--- src/rtl/bop_crash_ctrl_pkg.sv ---
// Package bop_pkg: shared types for the heap-overflow crash controller.
// Contents: FSM state enum, incident cause encoding, incident log entry.
// No ports; imported by the interface, the incident FIFO and the top.
package bop_pkg;

  typedef enum logic [1:0] {
    IDLE  = 2'd0,
    ARMED = 2'd1,
    FIRE  = 2'd2,
    CLEAR = 2'd3
  } crash_state_e;

  // CAUSE_NONE only exists as a reset value; logged entries are JAL or JALR.
  typedef enum logic [1:0] {
    CAUSE_NONE = 2'b00,
    JAL        = 2'b01,
    JALR       = 2'b10
  } crash_cause_e;

  typedef struct packed {
    logic [31:0]  pc;
    crash_cause_e cause;
  } incident_t;

endpackage

--- src/rtl/bop_crash_ctrl_if.sv ---
// Interface bop_crash_ctrl_if: groups every crash-controller signal except clock and reset.
// Ports: none; modport master = issuing core / trap side / detector, slave = the controller.
// Parameter CNT_W sizes the incident counter and must match the controller instance.
interface bop_crash_ctrl_if #(
  parameter int CNT_W = 16
) ();

  logic             en_i;
  logic             flag_i;
  logic             instr_valid_i;
  logic [31:0]      instr_pc_i;
  logic             is_jal_i;
  logic             is_jalr_i;
  logic             clr_i;
  logic             crash_req_o;
  logic             crash_ack_i;
  logic [31:0]      crash_pc_o;
  logic             rst_buf_o;
  logic [CNT_W-1:0] incident_cnt_o;
  logic             log_valid_o;
  logic [31:0]      log_pc_o;
  logic [1:0]       log_cause_o;
  logic             log_pop_i;
  logic             log_ovf_o;

  modport master (
    output en_i, flag_i, instr_valid_i, instr_pc_i, is_jal_i, is_jalr_i, clr_i,
    output crash_ack_i, log_pop_i,
    input  crash_req_o, crash_pc_o, rst_buf_o, incident_cnt_o,
    input  log_valid_o, log_pc_o, log_cause_o, log_ovf_o
  );

  modport slave (
    input  en_i, flag_i, instr_valid_i, instr_pc_i, is_jal_i, is_jalr_i, clr_i,
    input  crash_ack_i, log_pop_i,
    output crash_req_o, crash_pc_o, rst_buf_o, incident_cnt_o,
    output log_valid_o, log_pc_o, log_cause_o, log_ovf_o
  );

endinterface

--- src/rtl/bop_crash_ctrl_incident_fifo.sv ---
// bop_incident_fifo: small FIFO of incident_t with drop-on-full and a sticky overflow bit.
// Ports: clk, rst (sync, active-high), flush, push/din, pop/dout, full, empty, ovf.
// A push onto a full FIFO is dropped unless a pop frees the slot in the same cycle.
module bop_incident_fifo
  import bop_pkg::*;
#(
  parameter int DEPTH = 4
) (
  input  logic      clk,
  input  logic      rst,
  input  logic      flush,
  input  logic      push,
  input  incident_t din,
  input  logic      pop,
  output incident_t dout,
  output logic      full,
  output logic      empty,
  output logic      ovf
);

  localparam int AW = $clog2(DEPTH);

  incident_t   mem [DEPTH];
  logic [AW:0] wr_ptr;
  logic [AW:0] rd_ptr;
  logic        do_pop;
  logic        do_push;
  logic        drop;

  // Extra pointer MSB distinguishes full from empty when the indices match.
  assign empty = (wr_ptr == rd_ptr);
  assign full  = (wr_ptr[AW] != rd_ptr[AW]) && (wr_ptr[AW-1:0] == rd_ptr[AW-1:0]);

  assign do_pop  = pop && !empty;
  assign do_push = push && (!full || do_pop);
  assign drop    = push && full && !do_pop;

  assign dout = mem[rd_ptr[AW-1:0]];

  always_ff @(posedge clk) begin
    if (rst) begin
      wr_ptr <= '0;
      rd_ptr <= '0;
      ovf    <= 1'b0;
    end else if (flush) begin
      wr_ptr <= '0;
      rd_ptr <= '0;
      ovf    <= 1'b0;
    end else begin
      if (do_push) wr_ptr <= wr_ptr + (AW+1)'(1);
      if (do_pop)  rd_ptr <= rd_ptr + (AW+1)'(1);
      if (drop)    ovf    <= 1'b1;
    end
  end

  // Storage needs no reset: reads are only meaningful while non-empty.
  always_ff @(posedge clk) begin
    if (do_push && !flush && !rst) begin
      mem[wr_ptr[AW-1:0]] <= din;
    end
  end

endmodule

--- src/rtl/bop_crash_ctrl.sv ---
// bop_crash_ctrl: arms on the overflow detector's crash flag and raises a crash request when a
// JAL/JALR issues while still armed; holds it until acked, counts incidents, pulses rst_buf_o.
// Ports: clk_i, rst_i (sync, active-high), bus (bop_crash_ctrl_if.slave). Optional incident log
// is built only when BOP_CRASH_LOG_EN is defined; otherwise the log outputs are tied to 0.
module bop_crash_ctrl
  import bop_pkg::*;
#(
  parameter int ARM_WINDOW = 16,
  parameter int CNT_W      = 16,
  parameter int LOG_DEPTH  = 4
) (
  input logic clk_i,
  input logic rst_i,
  bop_crash_ctrl_if.slave bus
);

  localparam int WIN_W = $clog2(ARM_WINDOW + 1);

  crash_state_e     state_q, state_d;
  logic [WIN_W-1:0] window_q, window_d;
  logic [31:0]      pc_q, pc_d;
  crash_cause_e     cause_q, cause_d;
  logic [CNT_W-1:0] cnt_q;
  logic             ack_take;
  logic             in_fire;
  logic             in_clear;
  logic             is_jump;

  assign is_jump = bus.is_jal_i || bus.is_jalr_i;

  always_ff @(posedge clk_i) begin
    if (rst_i) begin
      state_q  <= IDLE;
      window_q <= '0;
      pc_q     <= '0;
      cause_q  <= CAUSE_NONE;
    end else begin
      state_q  <= state_d;
      window_q <= window_d;
      pc_q     <= pc_d;
      cause_q  <= cause_d;
    end
  end

  always_comb begin
    state_d  = state_q;
    window_d = window_q;
    pc_d     = pc_q;
    cause_d  = cause_q;
    ack_take = 1'b0;
    in_fire  = 1'b0;
    in_clear = 1'b0;
    case (state_q)
      IDLE: begin
        if (bus.en_i && bus.flag_i) begin
          state_d  = ARMED;
          window_d = WIN_W'(ARM_WINDOW);
        end
      end
      ARMED: begin
        // Losing enable or the flag disarms even if a jump issues the same cycle.
        if (!bus.en_i || !bus.flag_i) begin
          state_d = IDLE;
        end else if (bus.instr_valid_i && is_jump) begin
          // Checked before window expiry so a jump on the last slot still fires.
          state_d = FIRE;
          pc_d    = bus.instr_pc_i;
          cause_d = bus.is_jalr_i ? JALR : JAL;
        end else if (bus.instr_valid_i) begin
          window_d = window_q - WIN_W'(1);
          if (window_q <= WIN_W'(1)) state_d = IDLE;
        end
      end
      FIRE: begin
        in_fire = 1'b1;
        if (bus.crash_ack_i) begin
          state_d  = CLEAR;
          ack_take = 1'b1;
        end
      end
      CLEAR: begin
        in_clear = 1'b1;
        state_d  = IDLE;
      end
      default: state_d = IDLE;
    endcase
  end

  assign bus.crash_req_o = in_fire;
  assign bus.crash_pc_o  = in_fire ? pc_q : 32'h0;
  assign bus.rst_buf_o   = in_clear;

  // Saturating incident counter; clr_i wins over a same-cycle ack.
  always_ff @(posedge clk_i) begin
    if (rst_i) begin
      cnt_q <= '0;
    end else if (bus.clr_i) begin
      cnt_q <= '0;
    end else if (ack_take && (cnt_q != '1)) begin
      cnt_q <= cnt_q + CNT_W'(1);
    end
  end

  assign bus.incident_cnt_o = cnt_q;

`ifdef BOP_CRASH_LOG_EN
  incident_t log_head;
  incident_t log_din;
  logic      log_empty;
  logic      log_full_unused;
  logic      log_ovf;

  assign log_din = '{pc: pc_q, cause: cause_q};

  bop_incident_fifo #(
    .DEPTH (LOG_DEPTH)
  ) u_log (
    .clk   (clk_i),
    .rst   (rst_i),
    .flush (bus.clr_i),
    .push  (ack_take),
    .din   (log_din),
    .pop   (bus.log_pop_i),
    .dout  (log_head),
    .full  (log_full_unused),
    .empty (log_empty),
    .ovf   (log_ovf)
  );

  // Head is gated so stale storage never leaks out of an empty log.
  assign bus.log_valid_o = !log_empty;
  assign bus.log_pc_o    = log_empty ? 32'h0 : log_head.pc;
  assign bus.log_cause_o = log_empty ? 2'b00 : log_head.cause;
  assign bus.log_ovf_o   = log_ovf;
`else
  logic unused_log;
  assign unused_log      = ^{bus.log_pop_i, cause_q, 1'(LOG_DEPTH)};
  assign bus.log_valid_o = 1'b0;
  assign bus.log_pc_o    = 32'h0;
  assign bus.log_cause_o = 2'b00;
  assign bus.log_ovf_o   = 1'b0;
`endif

endmodule

--- src/flat_wrapper.sv ---
// flat-port wrapper written by rule: the top's interface ports become plain ports
module bop_crash_ctrl_flat import bop_pkg::*;
#(
  parameter int ARM_WINDOW = 16,
  parameter int CNT_W      = 16,
  parameter int LOG_DEPTH  = 4
)
  (clk_i, rst_i, bus_en_i, bus_flag_i, bus_instr_valid_i, bus_instr_pc_i, bus_is_jal_i, bus_is_jalr_i, bus_clr_i, bus_crash_ack_i, bus_log_pop_i, bus_crash_req_o, bus_crash_pc_o, bus_rst_buf_o, bus_incident_cnt_o, bus_log_valid_o, bus_log_pc_o, bus_log_cause_o, bus_log_ovf_o);
  bop_crash_ctrl_if #(.CNT_W(CNT_W)) bus_i ();
  input logic clk_i;
  input logic rst_i;
  input wire logic [$bits(bus_i.en_i)-1:0] bus_en_i;
  input wire logic [$bits(bus_i.flag_i)-1:0] bus_flag_i;
  input wire logic [$bits(bus_i.instr_valid_i)-1:0] bus_instr_valid_i;
  input wire logic [$bits(bus_i.instr_pc_i)-1:0] bus_instr_pc_i;
  input wire logic [$bits(bus_i.is_jal_i)-1:0] bus_is_jal_i;
  input wire logic [$bits(bus_i.is_jalr_i)-1:0] bus_is_jalr_i;
  input wire logic [$bits(bus_i.clr_i)-1:0] bus_clr_i;
  input wire logic [$bits(bus_i.crash_ack_i)-1:0] bus_crash_ack_i;
  input wire logic [$bits(bus_i.log_pop_i)-1:0] bus_log_pop_i;
  output wire logic [$bits(bus_i.crash_req_o)-1:0] bus_crash_req_o;
  output wire logic [$bits(bus_i.crash_pc_o)-1:0] bus_crash_pc_o;
  output wire logic [$bits(bus_i.rst_buf_o)-1:0] bus_rst_buf_o;
  output wire logic [$bits(bus_i.incident_cnt_o)-1:0] bus_incident_cnt_o;
  output wire logic [$bits(bus_i.log_valid_o)-1:0] bus_log_valid_o;
  output wire logic [$bits(bus_i.log_pc_o)-1:0] bus_log_pc_o;
  output wire logic [$bits(bus_i.log_cause_o)-1:0] bus_log_cause_o;
  output wire logic [$bits(bus_i.log_ovf_o)-1:0] bus_log_ovf_o;
  assign bus_i.en_i = bus_en_i;
  assign bus_i.flag_i = bus_flag_i;
  assign bus_i.instr_valid_i = bus_instr_valid_i;
  assign bus_i.instr_pc_i = bus_instr_pc_i;
  assign bus_i.is_jal_i = bus_is_jal_i;
  assign bus_i.is_jalr_i = bus_is_jalr_i;
  assign bus_i.clr_i = bus_clr_i;
  assign bus_i.crash_ack_i = bus_crash_ack_i;
  assign bus_i.log_pop_i = bus_log_pop_i;
  assign bus_crash_req_o = bus_i.crash_req_o;
  assign bus_crash_pc_o = bus_i.crash_pc_o;
  assign bus_rst_buf_o = bus_i.rst_buf_o;
  assign bus_incident_cnt_o = bus_i.incident_cnt_o;
  assign bus_log_valid_o = bus_i.log_valid_o;
  assign bus_log_pc_o = bus_i.log_pc_o;
  assign bus_log_cause_o = bus_i.log_cause_o;
  assign bus_log_ovf_o = bus_i.log_ovf_o;
  bop_crash_ctrl #(.ARM_WINDOW(ARM_WINDOW), .CNT_W(CNT_W), .LOG_DEPTH(LOG_DEPTH)) u_core (.clk_i(clk_i), .rst_i(rst_i), .bus(bus_i));
endmodule
--- config.mk ---
export PLATFORM = sky130hd
export DESIGN_NAME = bop_crash_ctrl_flat
export DESIGN_NICKNAME = d
export VERILOG_FILES = /design/src/rtl/bop_crash_ctrl_pkg.sv /design/src/rtl/bop_crash_ctrl_if.sv /design/src/rtl/bop_crash_ctrl_incident_fifo.sv /design/src/rtl/bop_crash_ctrl.sv /design/src/flat_wrapper.sv
export SDC_FILE = /design/constraint.sdc
export NUM_CORES = 1
export LEC_CHECK = 0
export BUFFER_PORTS_ARGS = -buffer_cell sky130_fd_sc_hd__buf_2
export CAP_MARGIN = 20
export CORE_MARGIN = 5
export CORE_UTILIZATION = 47
export DETAILED_ROUTE_END_ITERATION = 8
export PLACE_DENSITY = 0.8
export SLEW_MARGIN = 20
export SYNTH_ARGS = -nofsm -noshare
export SYNTH_HDL_FRONTEND = slang
export SYNTH_SLANG_ARGS = --single-unit
--- constraint.sdc ---
create_clock -name clk_i -period 1.8 [get_ports clk_i]
set_clock_uncertainty 0.05 [all_clocks]
set_input_delay 0.27 -clock clk_i [delete_from_list [all_inputs] [get_ports clk_i]]
set_output_delay 0.27 -clock clk_i [all_outputs]
set_load 0.01 [all_outputs]
* Yosys cells after proc, flatten, opt, wreduce, memory -nomap -nowiden
Cells that the tools add are included.
Word-level totals: register bits after elaboration 55, input bits 42, output and inout bits 86, word-level logic and storage cells 49
Operators by class: add/subtract/negate cells 2, $lt $le $gt $ge 1, equality and inequality tests 11, multiplexer cells 17, bitwise gates (word level) 1, reductions and logical operators 13
Operator list (number):
- $mux 32 | 1
- $mux 5 | 4
- $add 16x1->16 const B | 1
- $ne 16x16->1 const B | 1
- $mux 2 | 6
- $pmux 5 s2 | 1
- $ne 2x2->1 const B | 4
- $pmux 2 s4 | 1
- $le 5x1->1 const B | 1
- $reduce_and 5->1 | 1
- $sub 5x1->5 const B | 1
- $eq 2x2->1 const B | 2
- $mux 1 | 4
- $ne 4x1->1 const B | 1
- $ne 4x2->1 const B | 1
- $reduce_and 4->1 | 1
- $logic_and 1x1->1 | 3
- $reduce_and 3->1 | 1
- $eq 2x1->1 const B | 1
- $logic_not 1->1 | 2
- $logic_not 2->1 | 1
- $logic_or 1x1->1 | 2
- $ne 2x1->1 const B | 1
- $reduce_bool 2->1 | 1
- other kinds (2) | 2

* Logic depth before layout (Yosys ltp)
word-level depth 6, gate-level depth with buffers 6, depth with buffers taken out 6

* Least setup slack after synthesis
No wires, ideal clock.
path type register to register, start point reg u_core.cnt_q[0], in the netlist u_core.bus.incident_cnt_o[0], end point reg u_core.cnt_q[0], in the netlist u_core.bus.incident_cnt_o[0], setup time 70 ps, arrival 1608 ps, data required time 1680 ps, slack 71 ps, stages on the path, launching flop included 7, path buffers 1, clock period less this slack 1729 ps, path through dfxtp_1 > ha_1 > and4_1 > and4bb_4 > buf_4 > or3_1 > a21oi_1
On the way: longest elaborated chain between the ends 2, elaborated cells on any way between the ends 3, those cells by class add/sub: 1; eq/ne: 1; reduce/logical: 1
RTL lines:
- from (decl) | line bop_crash_ctrl.sv:23 | logic [CNT_W-1:0] cnt_q;
- from (signal assigned) | line bop_crash_ctrl.sv:100 | cnt_q <= cnt_q + CNT_W'(1);
- branches (longest 2 deep; another with $add 16x1->16)
Several ways; the timed one is not identified. A chain may end at the register's enable or synchronous reset.

* Final worst setup path
start point reg u_core.cnt_q[1], in the netlist u_core.bus.incident_cnt_o[1], end point reg u_core.cnt_q[2], in the netlist u_core.bus.incident_cnt_o[2]
Same word-level chain as after synthesis.

==> flow_summary.yaml <==
power:
  power_switching_uw: 502
  seq_power_share: 0.560
  swShare: 0.229
  peakVddDrop_uv: 534
  p_int_uw: 1690
  power_uw: 2190
  p_leak_uw: 0.00153
  clock_power_share: 0.371
  comb_power_share: 0.069
  p_per_area_mw_per_mm2: 638
critical_path:
  path_cells: "ha_2 > and4_1 > and4bb_4 > or4_1 > nand2_1"
  critical-path-max-stage-delay_ps: 480
  required_ps: 1990
  end_kind: "register"
  reg2reg_slack_ps: 90
  cp_max_fo: 15
  critPathKind: "register to register"
  r2r.worst_path.cells: 5
  cp_slowest_cell: "or4_1"
  worstSetupStartpointType: "register"
  critical_path_arrival_ps: 1900
timing:
  rsz0062_at_grt: "no"
  final-hold-violation-count: 0
  max_freq_mhz: 584
  setup_tns_ps: 0
  finalSetupViolations: 0
  slew_viol_final: 0
  min_period_over_period: 0.952
  min_period_ps: 1710
  hold_slack_ps: 145
floorplan:
  die_area_sq_mm: 0.00779
  core-area_sq_mm: 0.00596
  pin_count: 128
  die_h_microns: 88.3
  initial_core_util: 0.483
  die_w_microns: 88.3
  rows: 28
routing:
  vias: 2698
  detail-route-antenna-nets: 0
  drc: 0
  first_pass_iters: 4
  avgRoutedWirePerCell_microns: 13.1
  drt-vias-per-instance: 5.13
  drtIter0Drc: 90
  drt-total-wl_microns: 6890
global_routing:
  grt_max_degree: 41
  grt_overflow: 0
  antenna_found_initial: 0
  grt_pass1_wl_microns: 10800
  grt_use_total: 0.170
  grt_pass1_vias: 2435
synthesis:
  yosys_warnings: 0
  synth.cell_area_sq_mm: 0.00288
  yosysTopAreaCellShare: 0.382
  postSynthCellCount: 360
  synth_edf_count: 0
  post-synth-top-count-cell: "nand2_1"
  ys_seq_elements: 55
  yosys.area.top_type: "dfxtp_1"
  synthTopCellsByArea: "dfxtp_1 38%, nand2_1 9.8%, buf_4 9.6%, a21oi_1 8.7%, and2_1 7.4%"
  ys.flop_type: "dfxtp_1"
  synth_seq_area_share: 0.382
  synthTopCellsByCount: "75 x nand2_1, 55 x dfxtp_1, 50 x a21oi_1, 37 x buf_4, 34 x and2_1"
  avgSynthCellArea_sq_um: 8.00
  synth.distinct_cells: 47
  async_flop_share: 0
clock_tree:
  root_buffer: "clkbuf_8"
  h-tree-depth: 2
  cts_setup_buffers: 0
  numCtsBuffers: 5
  clk-insertion-delay-late_ps: 300
  clkTransAtPathRegs_ps: 100
  clockBufferDepth: 2
  post_cts_resize_count: 0
  holdBufCountCts: 0
  clock-sinks: 55
  cts_tree: "built"
cells_and_area:
  diodes: 0
  area_growth_pct: 19.4
  final_cell_area_sq_mm: 0.00344
  fin_nets: 495
  drive_gt1_frac: 0.275
  stdcell_count: 526
place:
  portBuffers: 90
  post-dp-hpwl_microns: 5000
  place_inst: 518
  place.gp.congestion: 0.785
  post_dp_cell_area_sq_mm: 0.00330
outcome:
  status: "finished, final reports clean"
run:
  drv_cap: 0
hold_path:
  min_path_cells: 3
  hold_path_class: "primary input to register"
-- sequential cells by signal (all words and copies together) (netlist names), named ones only --
signal and flops:
u_core.pc_q 32, u_core.bus.incident_cnt_o 16, u_core.window_q 5, u_core.state_q 1
-- area by class of cell --
| type | count | area (sq um) |
|---|---|---|
| Tap cell | 75 | 93.8 |
| Clock buffer | 5 | 68.8 |
| Timing Repair Buffer | 101 | 546 |
| Inverter | 4 | 15.0 |
| Clock inverter | 3 | 43.8 |
| Fill cell | 589 | 2520 |
| Multi-Input combinational cell | 283 | 1570 |
| Sequential cell | 55 | 1110 |
-- per-stage QoR --
step	worst slack, ps	utilization
5_1_grt	3.00	0.577
2_1_floorplan	71.2	-
3_3_place_gp	91.8	0.555
4_1_cts	27.6	0.574
6_report	86.7	0.577
3_5_place_dp	45.1	0.555
-- final timing paths --
check | start | end
max | u_core.bus.incident_cnt_o[1] | u_core.bus.incident_cnt_o[2]
min reg2reg | u_core.pc_q[10] | u_core.pc_q[10]
min | bus_instr_pc_i[15] | u_core.pc_q[15]
max reg2reg | u_core.bus.incident_cnt_o[1] | u_core.bus.incident_cnt_o[2]
-- cell usage in the layout, fill, tap and decap left out, types with 3 or more instances in the layout --
master    instances
o21a_1            3
buf_2            90
inv_1             3
nor2_1            6
o21ai_1           5
dfxtp_2           4
nand2_1          75
buf_4            10
and2_1           34
nand4_1           3
o31ai_1           8
or4_1             7
o21ai_0           4
a21oi_1          50
clkbuf_8          5
dfxtp_1          51
conb_1           36
nand3_1           8
and4_1            3
or3_1             6
-- cell families (layout without fill, tap and decap cells) --
kind of cell,count (synthesis),count (layout),synth area share
buffers and inverters,57,113,0.128
flip-flops,55,55,0.382
AND/OR/NAND/NOR,163,163,0.309
AO/OA/AOI/OAI,81,81,0.167
adder cells (fa/ha/maj),3,3,0.0130
other,1,36,0.00130
-- power groups by stage --
stage / Clock [uW] / Combinational [uW] / Sequential [uW]
CTS: 849 / 150 / 1230
global placement: 0 / 147 / 1260
detailed placement: 0 / 149 / 1260
global route: 899 / 169 / 1230
floorplan: 0 / 137 / 1260
finish: 814 / 152 / 1230
-- worst max-delay path: cells and delay by family, from the launching register on --
kind / cells / cell delay (ps)
adder cells (fa/ha/maj): 1 / 210
flip-flops: 1 / 350
AND/OR/NAND/NOR: 4 / 1050
-- metal layers --
layer / wire length, microns / GRT usage
met1: 2730 / 0.199
met3: 735 / 0.0652
met4: 46 / 0.0412
met2: 3370 / 0.296
met5: 0 / 0
Note: power is estimated with default switching activity, not from simulation.
